File: config.mk
export PLATFORM = sky130hd
export DESIGN_NAME = alarm_system_timed
export DESIGN_NICKNAME = d
export VERILOG_FILES = /design/src/rtl/alarm_system_timed.sv
export SDC_FILE = /design/constraint.sdc
export NUM_CORES = 1
export LEC_CHECK = 0
export CORE_ASPECT_RATIO = 2
export CORE_MARGIN = 3
export CORE_UTILIZATION = 41
export DETAILED_ROUTE_END_ITERATION = 10
export GPL_ROUTABILITY_DRIVEN = 0
export PLACE_DENSITY = 0.59
export SYNTH_ARGS = -nofsm -noshare
export SYNTH_HDL_FRONTEND = slang
export SYNTH_SLANG_ARGS = --single-unit
File: constraint.sdc
create_clock -name clk -period 5.4 [get_ports clk]
set_input_delay 0.81 -clock clk [delete_from_list [all_inputs] [get_ports clk]]
set_output_delay 0.81 -clock clk [all_outputs]
set_load 0.01 [all_outputs]
File: src/rtl/alarm_system_timed.sv
// Timed door/alarm controller: lock/close commands, auto-arming after a dwell,
// and a sound-then-flash alarm sequence with a saturating trigger counter.
module alarm_system_timed #(
    parameter int ARM_CYCLES   = 20,
    parameter int SOUND_CYCLES = 30,
    parameter int FLASH_CYCLES = 270,
    parameter int TIMER_W      = 9,
    parameter int EVT_W        = 4
) (
    input  logic             clk,
    input  logic             rst,
    input  logic             cmd_valid,
    input  logic [1:0]       cmd,
    output logic [2:0]       state,
    output logic             sound,
    output logic             flash,
    output logic             alarm,
    output logic             armed,
    output logic [EVT_W-1:0] alarm_events
);

    typedef enum logic [2:0] {
        S_OPEN_UNLOCKED   = 3'd0,
        S_OPEN_LOCKED     = 3'd1,
        S_CLOSED_UNLOCKED = 3'd2,
        S_CLOSED_LOCKED   = 3'd3,
        S_ARMED           = 3'd4,
        S_ALARM_FS        = 3'd5,
        S_ALARM_F         = 3'd6,
        S_ILLEGAL         = 3'd7
    } state_e;

    localparam logic [TIMER_W-1:0] ARM_LAST   = TIMER_W'(ARM_CYCLES - 1);
    localparam logic [TIMER_W-1:0] SOUND_LAST = TIMER_W'(SOUND_CYCLES - 1);
    localparam logic [TIMER_W-1:0] FLASH_LAST = TIMER_W'(FLASH_CYCLES - 1);
    localparam logic [TIMER_W-1:0] TIMER_MAX  = {TIMER_W{1'b1}};
    localparam logic [EVT_W-1:0]   EVT_MAX    = {EVT_W{1'b1}};

    state_e             state_r, next_state_s;
    logic [TIMER_W-1:0] timer_r, next_timer_s;
    logic               sound_r, next_sound_s;
    logic               flash_r, next_flash_s;
    logic               alarm_r, next_alarm_s;
    logic               armed_r, next_armed_s;
    logic [EVT_W-1:0]   events_r, next_events_s;
    logic               do_close_s, do_open_s, do_lock_s, do_unlock_s, timed_s;

    assign do_close_s  = cmd_valid && (cmd == 2'd0);
    assign do_open_s   = cmd_valid && (cmd == 2'd1);
    assign do_lock_s   = cmd_valid && (cmd == 2'd2);
    assign do_unlock_s = cmd_valid && (cmd == 2'd3);
    assign timed_s     = (state_r == S_CLOSED_LOCKED) || (state_r == S_ALARM_FS) ||
                         (state_r == S_ALARM_F);

    // Next-state and next-output decode; transitioning commands win over expiry.
    always_comb begin
        next_state_s  = state_r;
        next_sound_s  = sound_r;
        next_flash_s  = flash_r;
        next_alarm_s  = alarm_r;
        next_events_s = events_r;
        case (state_r)
            S_OPEN_UNLOCKED: begin
                if (do_close_s)     next_state_s = S_CLOSED_UNLOCKED;
                else if (do_lock_s) next_state_s = S_OPEN_LOCKED;
                else                next_state_s = state_r;
            end
            S_OPEN_LOCKED: begin
                if (do_close_s)       next_state_s = S_CLOSED_LOCKED;
                else if (do_unlock_s) next_state_s = S_OPEN_UNLOCKED;
                else                  next_state_s = state_r;
            end
            S_CLOSED_UNLOCKED: begin
                if (do_open_s)      next_state_s = S_OPEN_UNLOCKED;
                else if (do_lock_s) next_state_s = S_CLOSED_LOCKED;
                else                next_state_s = state_r;
            end
            S_CLOSED_LOCKED: begin
                if (do_open_s)                 next_state_s = S_OPEN_LOCKED;
                else if (do_unlock_s)          next_state_s = S_CLOSED_UNLOCKED;
                else if (timer_r == ARM_LAST)  next_state_s = S_ARMED;
                else                           next_state_s = state_r;
            end
            S_ARMED: begin
                if (do_open_s) begin
                    next_state_s  = S_ALARM_FS;
                    next_sound_s  = 1'b1;
                    next_flash_s  = 1'b1;
                    next_alarm_s  = 1'b1;
                    next_events_s = (events_r == EVT_MAX) ? events_r : events_r + EVT_W'(1);
                end else if (do_unlock_s) begin
                    // A disarm after a fired alarm leaves the door treated as open.
                    next_state_s = alarm_r ? S_OPEN_UNLOCKED : S_CLOSED_UNLOCKED;
                    next_sound_s = 1'b0;
                    next_flash_s = 1'b0;
                    next_alarm_s = 1'b0;
                end else begin
                    next_state_s = state_r;
                end
            end
            S_ALARM_FS, S_ALARM_F: begin
                if (do_unlock_s) begin
                    next_state_s = S_OPEN_UNLOCKED;
                    next_sound_s = 1'b0;
                    next_flash_s = 1'b0;
                    next_alarm_s = 1'b0;
                end else if ((state_r == S_ALARM_FS) && (timer_r == SOUND_LAST)) begin
                    next_state_s = S_ALARM_F;
                    next_sound_s = 1'b0;
                end else if ((state_r == S_ALARM_F) && (timer_r == FLASH_LAST)) begin
                    next_state_s = S_ARMED;
                    next_flash_s = 1'b0;
                end else begin
                    next_state_s = state_r;
                end
            end
            default: begin
                next_state_s  = S_OPEN_UNLOCKED;
                next_sound_s  = 1'b0;
                next_flash_s  = 1'b0;
                next_alarm_s  = 1'b0;
                next_events_s = {EVT_W{1'b0}};
            end
        endcase
    end

    // Dwell timer and armed flag derived from the upcoming state.
    always_comb begin
        next_timer_s = timer_r;
        if (next_state_s != state_r)             next_timer_s = {TIMER_W{1'b0}};
        else if (timed_s && timer_r != TIMER_MAX) next_timer_s = timer_r + TIMER_W'(1);
        else                                      next_timer_s = timer_r;
        next_armed_s = (next_state_s == S_ARMED) || (next_state_s == S_ALARM_FS) ||
                       (next_state_s == S_ALARM_F);
    end

    // State, timer and output registers with synchronous reset.
    always_ff @(posedge clk) begin
        if (rst) begin
            state_r  <= S_OPEN_UNLOCKED;
            timer_r  <= {TIMER_W{1'b0}};
            sound_r  <= 1'b0;
            flash_r  <= 1'b0;
            alarm_r  <= 1'b0;
            armed_r  <= 1'b0;
            events_r <= {EVT_W{1'b0}};
        end else begin
            state_r  <= next_state_s;
            timer_r  <= next_timer_s;
            sound_r  <= next_sound_s;
            flash_r  <= next_flash_s;
            alarm_r  <= next_alarm_s;
            armed_r  <= next_armed_s;
            events_r <= next_events_s;
        end
    end

    assign state        = state_r;
    assign sound        = sound_r;
    assign flash        = flash_r;
    assign alarm        = alarm_r;
    assign armed        = armed_r;
    assign alarm_events = events_r;

endmodule

==> impl_metrics.tcl <==
set metrics [dict create \
    synthCells 146 \
    synth_edf_count 0 \
    chipWidth_um 45.1 \
    ys.flop_type "dfxtp_1" \
    stdcell_area_um2 1470 \
    pwr-share-seq_pct 45.2 \
    combPwrFrac_pct 10.4 \
    post_cts_buffers 0 \
    ctsResizeCount 0 \
    viasPerCell 5.96 \
    wire_per_inst_um 15.5 \
    overflow 0 \
    drive_gt1_share_pct 10.7 \
    die-area_um2 3800 \
    endpoint_kind "register" \
    critPathRequiredTime_ns 5.54 \
    p_int_w 0.000263 \
    rows 27 \
    setup_viol 0 \
    port_buffers 15 \
    clkSinkCount 20 \
    avgSynthCellArea_um2 8.60 \
    fillers 273 \
    antenna_found_initial 0 \
    track_usage_pct 17.0 \
    path_max_fanout 9 \
    ys_types 44 \
    numCtsBuffers 3 \
    area_growth_pct 17.1 \
    hold_class "reg -> reg" \
    rrSetupSlack_ns 3.20 \
    crit_family "simple AND/OR/NAND/NOR gates" \
    cts_max_path_buffers 2 \
    rr_endpoint "timer_r[7]" \
    hold_path_end "flash" \
    drcViolationCount 0 \
    final_max_slew_viol_count 0 \
    path_cells "clkdlybuf4s50_1 -> and2_0 -> nand2b_1 -> a211o_1 -> o2111ai_4 -> nor2_1" \
    tns_ns 0 \
    switching_share_pct 22.9 \
    rsz0062_at_grt "false" \
    dp_hpwl_um 2290 \
    fmax_mhz 377 \
    ctsHoldBuffers 0 \
    grt_max_degree 24 \
    async_flop_share_pct 0 \
    hold_viol_final 0 \
    leakage_nw 0.505 \
    tightest_slew_ns 0.727 \
    drt_iter0_markers 37 \
    cap_violations 0 \
    core_um2 2840 \
    r2r_start "state[2]" \
    crit_path_start_kind "input pin" \
    io_pins 16 \
    placed_area_um2 1400 \
    path_depth 6 \
    initial_core_util_pct 44.3 \
    diodes 0 \
    synth.cell_area_um2 1260 \
    first_global_vias 1113 \
    fin_crit_ns 2.65 \
    p_switching_w 0.0000783 \
    grt_pass1_wl_um 4940 \
    fin_worst_skew_ns 0.00428 \
    p_per_area_nw_per_um2 232 \
    dr.pass1.iters 4 \
    via_count 1121 \
    clock_power_share_pct 44.4 \
    hold_slack_ns 0.513 \
    cts-root-buf "clkbuf_8" \
    die_h_um 84.3 \
    cp_num_buf_inv 1 \
    critPathMaxStageDelay_ns 0.56 \
    slew_headroom_pct 51.4 \
    clk_pin_slew_worst_paths_ns 0.08 \
    cts_tree "yes" \
    arrival_ns 2.80 \
    crit_type "in -> reg" \
    yosys_warnings 0 \
    synth.net_count 155 \
    crit_slowest_cell "clkdlybuf4s50_1" \
    totalWireLength_um 2920 \
    irDropWorstVdd_v 0.000180 \
    worstHoldStart "flash" \
    synth-seq-cells 20 \
    drtAntennaViolNets 0 \
    insertion_delay_ns 0.26 \
    r2r.worst_path.cells 6 \
    cts_max_level 1 \
    utilization_pct 51.9 \
    status "complete, no violations" \
    period_share_pct 49.1 \
    finalNetCount 169 \
    worstHoldPathCells 2 \
    yosysSeqAreaShare_pct 31.9 \
]
==> area by class of cell <==
| cell class | instances | area, µm² | share of cell area (%) |
|---|---|---|---|
| flip-flops and latches | 20 | 400 | 27.2 |
| repair buffers | 15 | 150 | 10.2 |
| clock inverters | 1 | 30.0 | 2.04 |
| well taps | 29 | 36.3 | 2.47 |
| inverters | 1 | 3.75 | 0.255 |
| clock buffers | 3 | 41.3 | 2.81 |
| multi-input cells | 119 | 810 | 55.0 |
==> tightest hold or removal path: cells and delay by family, from the launching register on <==
family / cells / cell delay, ns
flops: 1 / 0.34
simple gates: 1 / 0.08
compound gates: 1 / 0.06
==> power groups by stage <==
| stage | Combinational [W] | Clock (W) | Sequential [W] |
|---|---|---|---|
| floorplan | 0.0000282 | 0 | 0.000155 |
| global placement | 0.0000352 | 0 | 0.000158 |
| detailed placement | 0.0000357 | 0 | 0.000158 |
| CTS | 0.0000358 | 0.000156 | 0.000154 |
| global route | 0.0000393 | 0.000163 | 0.000155 |
| finish | 0.0000356 | 0.000151 | 0.000154 |
==> placed cells by master, fill, tap and decap left out, drive strengths merged, types with 4 or more instances in the layout <==
cell type	instances
a31oi	5
a21oi	8
clkdlybuf4s50	15
nor2	26
nand4	5
dfxtp	20
xor2	5
xnor2	4
nand2	14
ha	4
nor3b	4
nand3	6
==> cells by family (layout without fill, tap and decap cells) <==
kind of cell | count (synthesis) | count (layout) | share of synthesized area [%]
compound gates | 30 | 30 | 20.6
xor+xnor | 9 | 9 | 6.27
flops | 20 | 20 | 31.9
buf+inv | 7 | 20 | 3.68
fa+ha+maj | 4 | 4 | 3.98
simple gates | 74 | 74 | 32.0
mux | 2 | 2 | 1.59
==> Yosys cell counts (2+ instances only) <==
master    instances  area share (%)
a211o_1           2             1.4
a21oi_1           8             3.2
a31oi_1           5             2.5
and3_1            2             1.0
and4_1            2             1.4
buf_2             4             1.6
buf_6             2             1.8
dfxtp_1          20              32
ha_1              4             4.0
mux2i_1           2             1.6
nand2_1          14             4.2
nand2b_1          3             1.5
nand3_1           6             2.4
nand4_1           3             1.5
nor2_1           22             6.6
nor2_2            4             2.0
nor2b_1           3             1.5
nor3_1            3             1.2
nor3b_1           4             2.4
o21ai_0           2            0.80
xnor2_1           4             2.8
xor2_1            5             3.5
==> metrics by stage <==
stage	setup WS [ns]	power (W)	instances
finish	2.75	0.000341	188
global placement	2.51	0.000193	184
detailed placement	2.48	0.000193	184
global route	2.61	0.000357	188
floorplan	3.28	0.000183	146
CTS	2.75	0.000346	188
==> state kept, by name (all words and copies together), names as in the netlist <==
signal / count
state: 3
sound: 1
flash: 1
armed: 1
alarm_events: 4
alarm: 1
timer_r: 9
==> metal layers <==
| layer | wire (µm) | up-vias | global-route usage, % |
|---|---|---|---|
| met1 | 1070 | 534 | 17.7 |
| met5 | 0 | - | 0 |
| met3 | 75 | 9 | 2.15 |
| met4 | 82 | 0 | 7.73 |
| met2 | 1690 | 24 | 31.3 |
| li1 | - | 554 | - |
==> worst max path at each step <==
stage,startpoint,endpoint
2_1_floorplan,cmd[1],timer_r[1]
5_1_grt,cmd_valid,timer_r[0]
3_5_place_dp,cmd[0],timer_r[1]
6_report,cmd[0],timer_r[0]
4_1_cts,cmd[0],timer_r[1]
3_3_place_gp,cmd[0],timer_r[0]
Note: power is estimated with default switching activity, not from simulation.
